<file path="src/rtl/booth_mul_arbiter.sv">
// booth_mul_arbiter: round-robin front end that shares one iterative signed
// Booth multiplier core among NUM_REQ requesters.
//
// Ports
//   clk, reset            rising-edge clock, asynchronous active-high reset
//   req_valid/req_ready   per-requester handshake; req_ready is one-hot or zero
//   req_a/req_b           packed operands, requester i at [i*WIDTH +: WIDTH]
//   rsp_valid/rsp_ready   response handshake
//   rsp_id                requester that owns the response
//   rsp_product, rsp_err  product (zero on timeout) and timeout flag
//   mul_start, mul_a/b    one-cycle start pulse and held operands to the core
//   mul_done, mul_product core completion pulse and its product
//   busy                  transaction in flight
//   timeout_err           sticky watchdog flag, cleared only by reset
module booth_mul_arbiter #(
  parameter int unsigned NUM_REQ = 4,
  parameter int unsigned WIDTH   = 4,
  parameter int unsigned TIMEOUT = 15,
  localparam int unsigned IdW    = (NUM_REQ > 1) ? $clog2(NUM_REQ) : 1
) (
  input  logic                     clk,
  input  logic                     reset,
  input  logic [NUM_REQ-1:0]       req_valid,
  output logic [NUM_REQ-1:0]       req_ready,
  input  logic [NUM_REQ*WIDTH-1:0] req_a,
  input  logic [NUM_REQ*WIDTH-1:0] req_b,
  output logic                     rsp_valid,
  input  logic                     rsp_ready,
  output logic [IdW-1:0]           rsp_id,
  output logic [2*WIDTH-1:0]       rsp_product,
  output logic                     rsp_err,
  output logic                     mul_start,
  output logic [WIDTH-1:0]         mul_a,
  output logic [WIDTH-1:0]         mul_b,
  input  logic                     mul_done,
  input  logic [2*WIDTH-1:0]       mul_product,
  output logic                     busy,
  output logic                     timeout_err
);

  typedef enum logic [1:0] {StIdle, StIssue, StWait, StResp} state_e;

  state_e         state;
  logic [IdW-1:0] rr_ptr;
  logic [7:0]     wd_cnt;
  logic [7:0]     wd_next;
  logic           grant_found;
  logic [IdW-1:0] grant_idx;

  assign wd_next = wd_cnt + 8'd1;

  // First valid requester at or after rr_ptr, wrapping.
  always_comb begin
    int unsigned cand;
    grant_found = 1'b0;
    grant_idx   = '0;
    cand        = 0;
    for (int unsigned k = 0; k < NUM_REQ; k++) begin
      cand = (32'(rr_ptr) + k) % NUM_REQ;
      if (!grant_found && req_valid[cand]) begin
        grant_found = 1'b1;
        grant_idx   = cand[IdW-1:0];
      end
    end
  end

  // Gated by reset so the handshake is silent while reset is held.
  always_comb begin
    req_ready = '0;
    if (state == StIdle && grant_found && !reset) begin
      req_ready[grant_idx] = 1'b1;
    end
  end

  always_ff @(posedge clk or posedge reset) begin
    if (reset) begin
      state       <= StIdle;
      rr_ptr      <= '0;
      wd_cnt      <= '0;
      rsp_valid   <= 1'b0;
      rsp_id      <= '0;
      rsp_product <= '0;
      rsp_err     <= 1'b0;
      mul_start   <= 1'b0;
      mul_a       <= '0;
      mul_b       <= '0;
      busy        <= 1'b0;
      timeout_err <= 1'b0;
    end else begin
      unique case (state)
        StIdle: begin
          if (grant_found) begin
            mul_a     <= req_a[32'(grant_idx)*WIDTH +: WIDTH];
            mul_b     <= req_b[32'(grant_idx)*WIDTH +: WIDTH];
            rsp_id    <= grant_idx;
            mul_start <= 1'b1;
            busy      <= 1'b1;
            state     <= StIssue;
          end
        end
        StIssue: begin
          mul_start <= 1'b0;
          wd_cnt    <= '0;
          state     <= StWait;
        end
        StWait: begin
          // A done arriving on the final watchdog cycle still wins.
          if (mul_done) begin
            rsp_product <= mul_product;
            rsp_err     <= 1'b0;
            rsp_valid   <= 1'b1;
            state       <= StResp;
          end else if (wd_next == 8'(TIMEOUT)) begin
            rsp_product <= '0;
            rsp_err     <= 1'b1;
            timeout_err <= 1'b1;
            rsp_valid   <= 1'b1;
            state       <= StResp;
          end else begin
            wd_cnt <= wd_next;
          end
        end
        StResp: begin
          if (rsp_ready) begin
            rsp_valid <= 1'b0;
            busy      <= 1'b0;
            rr_ptr    <= (32'(rsp_id) == NUM_REQ - 1) ? '0 : rsp_id + 1'b1;
            state     <= StIdle;
          end
        end
        default: state <= StIdle;
      endcase
    end
  end

endmodule
</file>
<file path="config.mk">
export PLATFORM = sky130hd
export DESIGN_NAME = booth_mul_arbiter
export DESIGN_NICKNAME = d
export VERILOG_FILES = /design/src/rtl/booth_mul_arbiter.sv
export SDC_FILE = /design/constraint.sdc
export NUM_CORES = 1
export LEC_CHECK = 0
export CELL_PAD_IN_SITES_DETAIL_PLACEMENT = 0
export CELL_PAD_IN_SITES_GLOBAL_PLACEMENT = 2
export CORE_MARGIN = 2
export CORE_UTILIZATION = 30
export CTS_BUF_LIST = sky130_fd_sc_hd__clkbuf_4 sky130_fd_sc_hd__clkbuf_8
export CTS_CLUSTER_DIAMETER = 50
export CTS_CLUSTER_SIZE = 24
export DETAILED_ROUTE_END_ITERATION = 10
export HOLD_SLACK_MARGIN = 0.12
export PLACE_DENSITY = 0.88
export SLEW_MARGIN = 20
export SYNTH_ARGS = -nofsm -noshare
export SYNTH_HDL_FRONTEND = slang
export SYNTH_SLANG_ARGS = --single-unit
</file>
<file path="constraint.sdc">
create_clock -name clk -period 5.65 [get_ports clk]
set_input_delay 1.695 -clock clk [delete_from_list [all_inputs] [get_ports clk]]
set_output_delay 1.695 -clock clk [all_outputs]
set_load 0.03 [all_outputs]
</file>
* Yosys cells after proc, flatten, opt, wreduce, memory -nomap -nowiden
Cells that the tools add are included.
** Storage, ports and cells
- Bits in read-only memories :: 0
- Input bits :: 48
- Memories kept :: 0
- Bits in latches :: 0
- Word-level logic and storage cells :: 99
- Output and inout port bits :: 27
- Bits in writable memories :: 0
- Flip-flop bits (word level) :: 35
** Cells by class
- Reductions and logical operators :: 25
- $lt $le $gt $ge :: 6
- Div/mod/pow operators :: 0
- Multipliers :: 0
- Bitwise operators :: 1
- Equal/unequal tests :: 10
- Multiplexer cells :: 38
- Shift-type cells :: 2
- Add/subtract/negate cells :: 5
** Operators by type and width (number)
- $mux W8 :: 4
- $shiftx A16 B5 Y4 :: 2
- $mux W2 :: 9
- $pmux W8 S2 :: 1
- $lt A2 B3 Y1 const B :: 5
- $reduce_and A3 Y1 :: 5
- $mux W1 :: 14
- $reduce_bool A2 Y1 :: 5
- $add A8 B1 Y8 const B :: 1
- $bmux W1 S2 :: 4
- $eq A8 B4 Y1 const B :: 1
- $ne A2 B2 Y1 const B :: 4
- $pmux W2 S4 :: 1
- $reduce_and A2 Y1 :: 4
- $eq A2 B2 Y1 const B :: 3
- $logic_and A1 B1 Y1 :: 6
- $pmux W1 S2 :: 3
- $add A2 B1 Y2 const B :: 2
- $add A2 B2 Y2 const B :: 2
- $logic_not A1 Y1 :: 4
- $mux W4 :: 1
- $ne A3 B3 Y1 const B :: 1
- $demux W1 S2 :: 1
- $eq A2 B1 Y1 const B :: 1
- other kinds (3) :: 3

* Logic depth before layout (Yosys ltp)
- Depth after elaboration :: 17
- Depth in mapped cells :: 7

* Worst setup path after synthesis
No wires, ideal clock.
- Path kind :: in2out
- Start point :: in req_valid[0]
- End point :: out req_ready[2]
- Cell stages on the path :: 6
- Data arrival time :: 3577 ps
- Slack :: 378 ps
- Path buffers :: 2
- Cells stage by stage :: nor2b_1 o21ba_2 buf_2 clkbuf_1 or2_1 nor4_1
** Between the ends
- Word-level cells in the longest chain between the ends :: 17
** Ends and longest elaborated chain
- start: declaration :: RTL line 23 : input logic [NUM_REQ-1:0] req_valid,
- $bmux W1 S2 :: RTL line 60 : if (!grant_found && req_valid[cand]) begin
- $mux W1 (implied by the code) :: RTL line 60
- $mux W1 :: RTL line 60
- $logic_not A1 Y1 :: RTL line 60
- $logic_and A1 B1 Y1 :: RTL line 60
- $mux W1 :: RTL line 60
- $logic_not A1 Y1 :: RTL line 60
- $logic_and A1 B1 Y1 :: RTL line 60
- $mux W1 :: RTL line 60
- $logic_not A1 Y1 :: RTL line 60
- $logic_and A1 B1 Y1 :: RTL line 60
- $mux W2 :: RTL line 60
- $lt A2 B3 Y1 (implied by the code) or $ge A2 B1 Y1 (tied branches) :: RTL line 71 : req_ready[grant_idx] = 1'b1;
- $logic_and A1 B1 Y1 (implied by the code) :: RTL line 71
- $mux W1 (implied by the code) :: RTL line 71
- $demux W1 S2 :: RTL line 71
- $mux W4 (*) :: RTL line 70 : if (state == StIdle && grant_found && !reset) begin
- end: declaration :: RTL line 24 : output logic [NUM_REQ-1:0] req_ready,
Mark *: on every way between the ends. The rest lies on a longest branch, timed or not. The select of a mux whose other input is x is not followed.

* Final worst setup path
- Start point :: in req_valid[1]
- End point :: out req_ready[0]
Same word-level chain as after synthesis.

==> run_results.csv <==
group,metric,value,unit
hold_path,worstHoldPathType,"flip-flop to flip-flop",
floorplan,initial_core_util,0.312,
floorplan,core-area,0.00733,mm^2
place,io_buffers,74,
power,peakVddDrop,203,uV
clock_tree,ctsHoldBuffers,0,
yosys,ys_warn_count,0,
yosys,synth_xor_area_frac,0.00765,
setup_path,cpMaxStageDelayCell,"clkdlybuf4s50_1",
setup_path,worstPathArrival,3.79,ns
routing,avgViaCountPerCell,5.07,
layout,nNetsFinal,371,
place,dpl.hpwl,4.65,mm
routing,finalWirelength,6.18,mm
routing,avgRoutedWirePerCell,14.9,um
yosys,synth_fa_ha_area_frac,0.0437,
yosys,synth.area.mux_share,0.0273,
grt,antenna_found_initial,0,
yosys,synth.yosys.seq_area_share,0.383,
grt,grt_pass1_vias,2062,
grt,grt_usage,0.153,
routing,ant_nets,0,
timing,setup_viol,0,
setup_path,end_kind,"primary output",
yosys,ys_seq_elements,35,
setup_path,crit_top_cell,"clkdlybuf4s50_1",
clock_tree,post_cts_buffers,0,
routing,drc,0,
timing,finalHoldViolCount,0,
setup_path,crit_required,3.95,ns
layout,final_util,0.446,
power,p_leak,1.37,nW
place,pre_cts_slack,0.154,ns
timing,drv_slew,0,
setup_path,slowest_delay,0.72,ns
layout,layout-drive-gt1-share,0.133,
timing,slew_headroom,0.514,
yosys,syn_inst,234,
grt,grt_max_degree,36,
grt,grt_overflow_total,0,
yosys,synth-edff-count,0,
setup_path,path_cells,"clkdlybuf4s50_1, nor2b_2, nor2_1, o221a_2, nor4_1, clkdlybuf4s50_1",
clock_tree,cts.sinks,35,
setup_path,start_kind,"input pin",
yosys,synth_compound_area_frac,0.326,
yosys,syn-cell-area,0.00229,mm^2
setup_path,worstPathMaxFanout,6,
floorplan,dieArea,0.00835,mm^2
power,power.total,0.00145,W
grt,grt_pass1_wl,10.4,mm
run_status,status,"finished clean",
place,gp_congestion,0.810,
floorplan,die-width,91.4,um
timing,grt_setup_unrepaired,"false",
clock_tree,path_clk_slew,0.07,ns
timing,period_needed,5.49,ns
power,p_per_area,445,mW/mm^2
yosys,synth-simple-area-share,0.177,
clock_tree,tritoncts,"done",
timing,skew,0.0117,ns
routing,dr.pass1.iters,4,
clock_tree,post_cts_resize_count,0,
timing,fmax,182,MHz
clock_tree,numCtsBuffers,5,
floorplan,io_pins,75,
timing,tns,0,ns
timing,worstMarginPinSlew,0.726,ns
layout,diodes,0,
yosys,synthArstFlopShare,1.00,
layout,syn2layout_area_growth,42.8,%
clock_tree,cts-root-buf,"clkbuf_8",
setup_path,crit_type,"input pin to primary output",
routing,route.vias.total,2098,
yosys,syn_avg_cell_area,9.79,um^2
timing,post-route-period-util,0.971,
floorplan,fp-row-count,31,
yosys,ys.flop_type,"dfrtp_1",
routing,drtIter0Drc,52,
timing,hold_ws,0.476,ns
yosys,syn-num-nets,290,
clock_tree,h-tree-depth,2,
yosys,yosysUniqueCellTypes,58,
timing,fin_ws,0.165,ns
floorplan,chipHeight,91.4,um
clock_tree,clockBufferDepth,2,
yosys,synth_top_family_by_area,"compound AO/OA/AOI/OAI gates",
clock_tree,clk_latency,0.28,ns
run,maxCapViolCount,0,
## path summary, 6_finish.rpt
path / cells past startpoint / start / slack (ns) / end
worst max-delay path: 6 / req_valid[1] / 0.16 / req_ready[0]
worst min-delay path: 1 / timeout_err / 0.48 / timeout_err
worst max register to register: 6 / state[0] / 3.35 / state[1]
worst min register to register: 1 / timeout_err / 0.48 / timeout_err
max in group asynchronous: 3 / reset / 3.38 / mul_a[3]
min in group asynchronous: 3 / reset / 1.92 / mul_b[3]
## power breakdown
group | leakage, nW | switching [W] | internal (W)
Sequential | 0.427 | 0.0000795 | 0.000347
Clock | 0.0470 | 0.0000895 | 0.0000957
Combinational | 0.893 | 0.000478 | 0.000365
## flip-flops by register name, summed over array words and instances (netlist names)
register     cells
rr_ptr           2
rsp_valid        1
state            2
busy             1
rsp_product      8
rsp_id           2
mul_a            4
rsp_err          1
mul_b            4
mul_start        1
wd_cnt           8
timeout_err      1
## routing by layer
layer / global-route usage / vias up / wire (um)
li1: - / 1045 / -
met1: 0.212 / 984 / 2920
met2: 0.243 / 59 / 2860
met3: 0.0274 / 10 / 282
met4: 0.0455 / 0 / 114
met5: 0 / - / 0
## synth_stat cells, types with 2 or more instances
| cell type | n | area share |
|---|---|---|
| o2111ai_1 | 2 | 0.0077 |
| o21ai_1 | 2 | 0.0044 |
| nand2_1 | 29 | 0.048 |
| nand2b_1 | 12 | 0.033 |
| clkbuf_1 | 4 | 0.0066 |
| nor2b_1 | 2 | 0.0055 |
| nand3_1 | 2 | 0.0044 |
| xor2_1 | 2 | 0.0077 |
| ha_1 | 8 | 0.044 |
| and3_1 | 2 | 0.0055 |
| o31ai_1 | 3 | 0.0098 |
| nand3b_1 | 2 | 0.0066 |
| mux2i_1 | 4 | 0.017 |
| o21ai_0 | 14 | 0.031 |
| nor4_1 | 6 | 0.016 |
| o211ai_1 | 6 | 0.020 |
| buf_2 | 4 | 0.0087 |
| o31ai_2 | 6 | 0.033 |
| o21a_1 | 16 | 0.052 |
| nor3_1 | 2 | 0.0044 |
| a211oi_1 | 15 | 0.049 |
| a22o_1 | 2 | 0.0077 |
| a211oi_2 | 2 | 0.011 |
| a22oi_1 | 8 | 0.026 |
| inv_1 | 6 | 0.0098 |
| buf_6 | 2 | 0.0098 |
| dfrtp_1 | 35 | 0.38 |
| a21o_1 | 2 | 0.0066 |
| nor2_1 | 5 | 0.0082 |
## worst max-delay path, delay by kind of cell
kind | cells | cell delay (ns)
AO/OA/AOI/OAI | 1 | 0.27
buffers and inverters | 2 | 1.24
AND/OR/NAND/NOR | 3 | 0.58
## stage by stage
stage,cells,instance area [um^2]
2_1_floorplan,234,2290
3_3_place_gp,407,3180
3_5_place_dp,407,3180
4_1_cts,414,3260
5_1_grt,414,3270
6_report,414,3270
## cell type report
cell class	count	area [um^2]
inverter	6	22.5
clock inverter	1	5.00
sequential	35	876
multi-input combinational	182	1330
clock buffer	6	82.6
timing repair buffer	85	831
fill	689	4060
tap	99	124
## cells by family (layout without fill, tap and decap cells)
family / after synthesis / after routing
AO/OA/AOI/OAI: 93 / 93
XOR/XNOR: 2 / 2
adder cells (fa/ha/maj): 8 / 8
buffers and inverters: 17 / 98
flip-flops: 35 / 35
multiplexers: 6 / 6
AND/OR/NAND/NOR: 73 / 73
## placed cells by master (no fill, tap or decap), types with 5 or more instances in the layout
master / instances
clkdlybuf4s50_1: 71
buf_4: 11
nor4_1: 6
nand2b_1: 12
o211ai_1: 6
clkbuf_8: 6
o21a_1: 16
o21ai_0: 14
inv_1: 6
dfrtp_1: 35
o31ai_2: 6
a211oi_1: 15
ha_1: 8
nor2_1: 5
nand2_1: 29
a22oi_1: 8
Power figures use the tool's default switching activity.
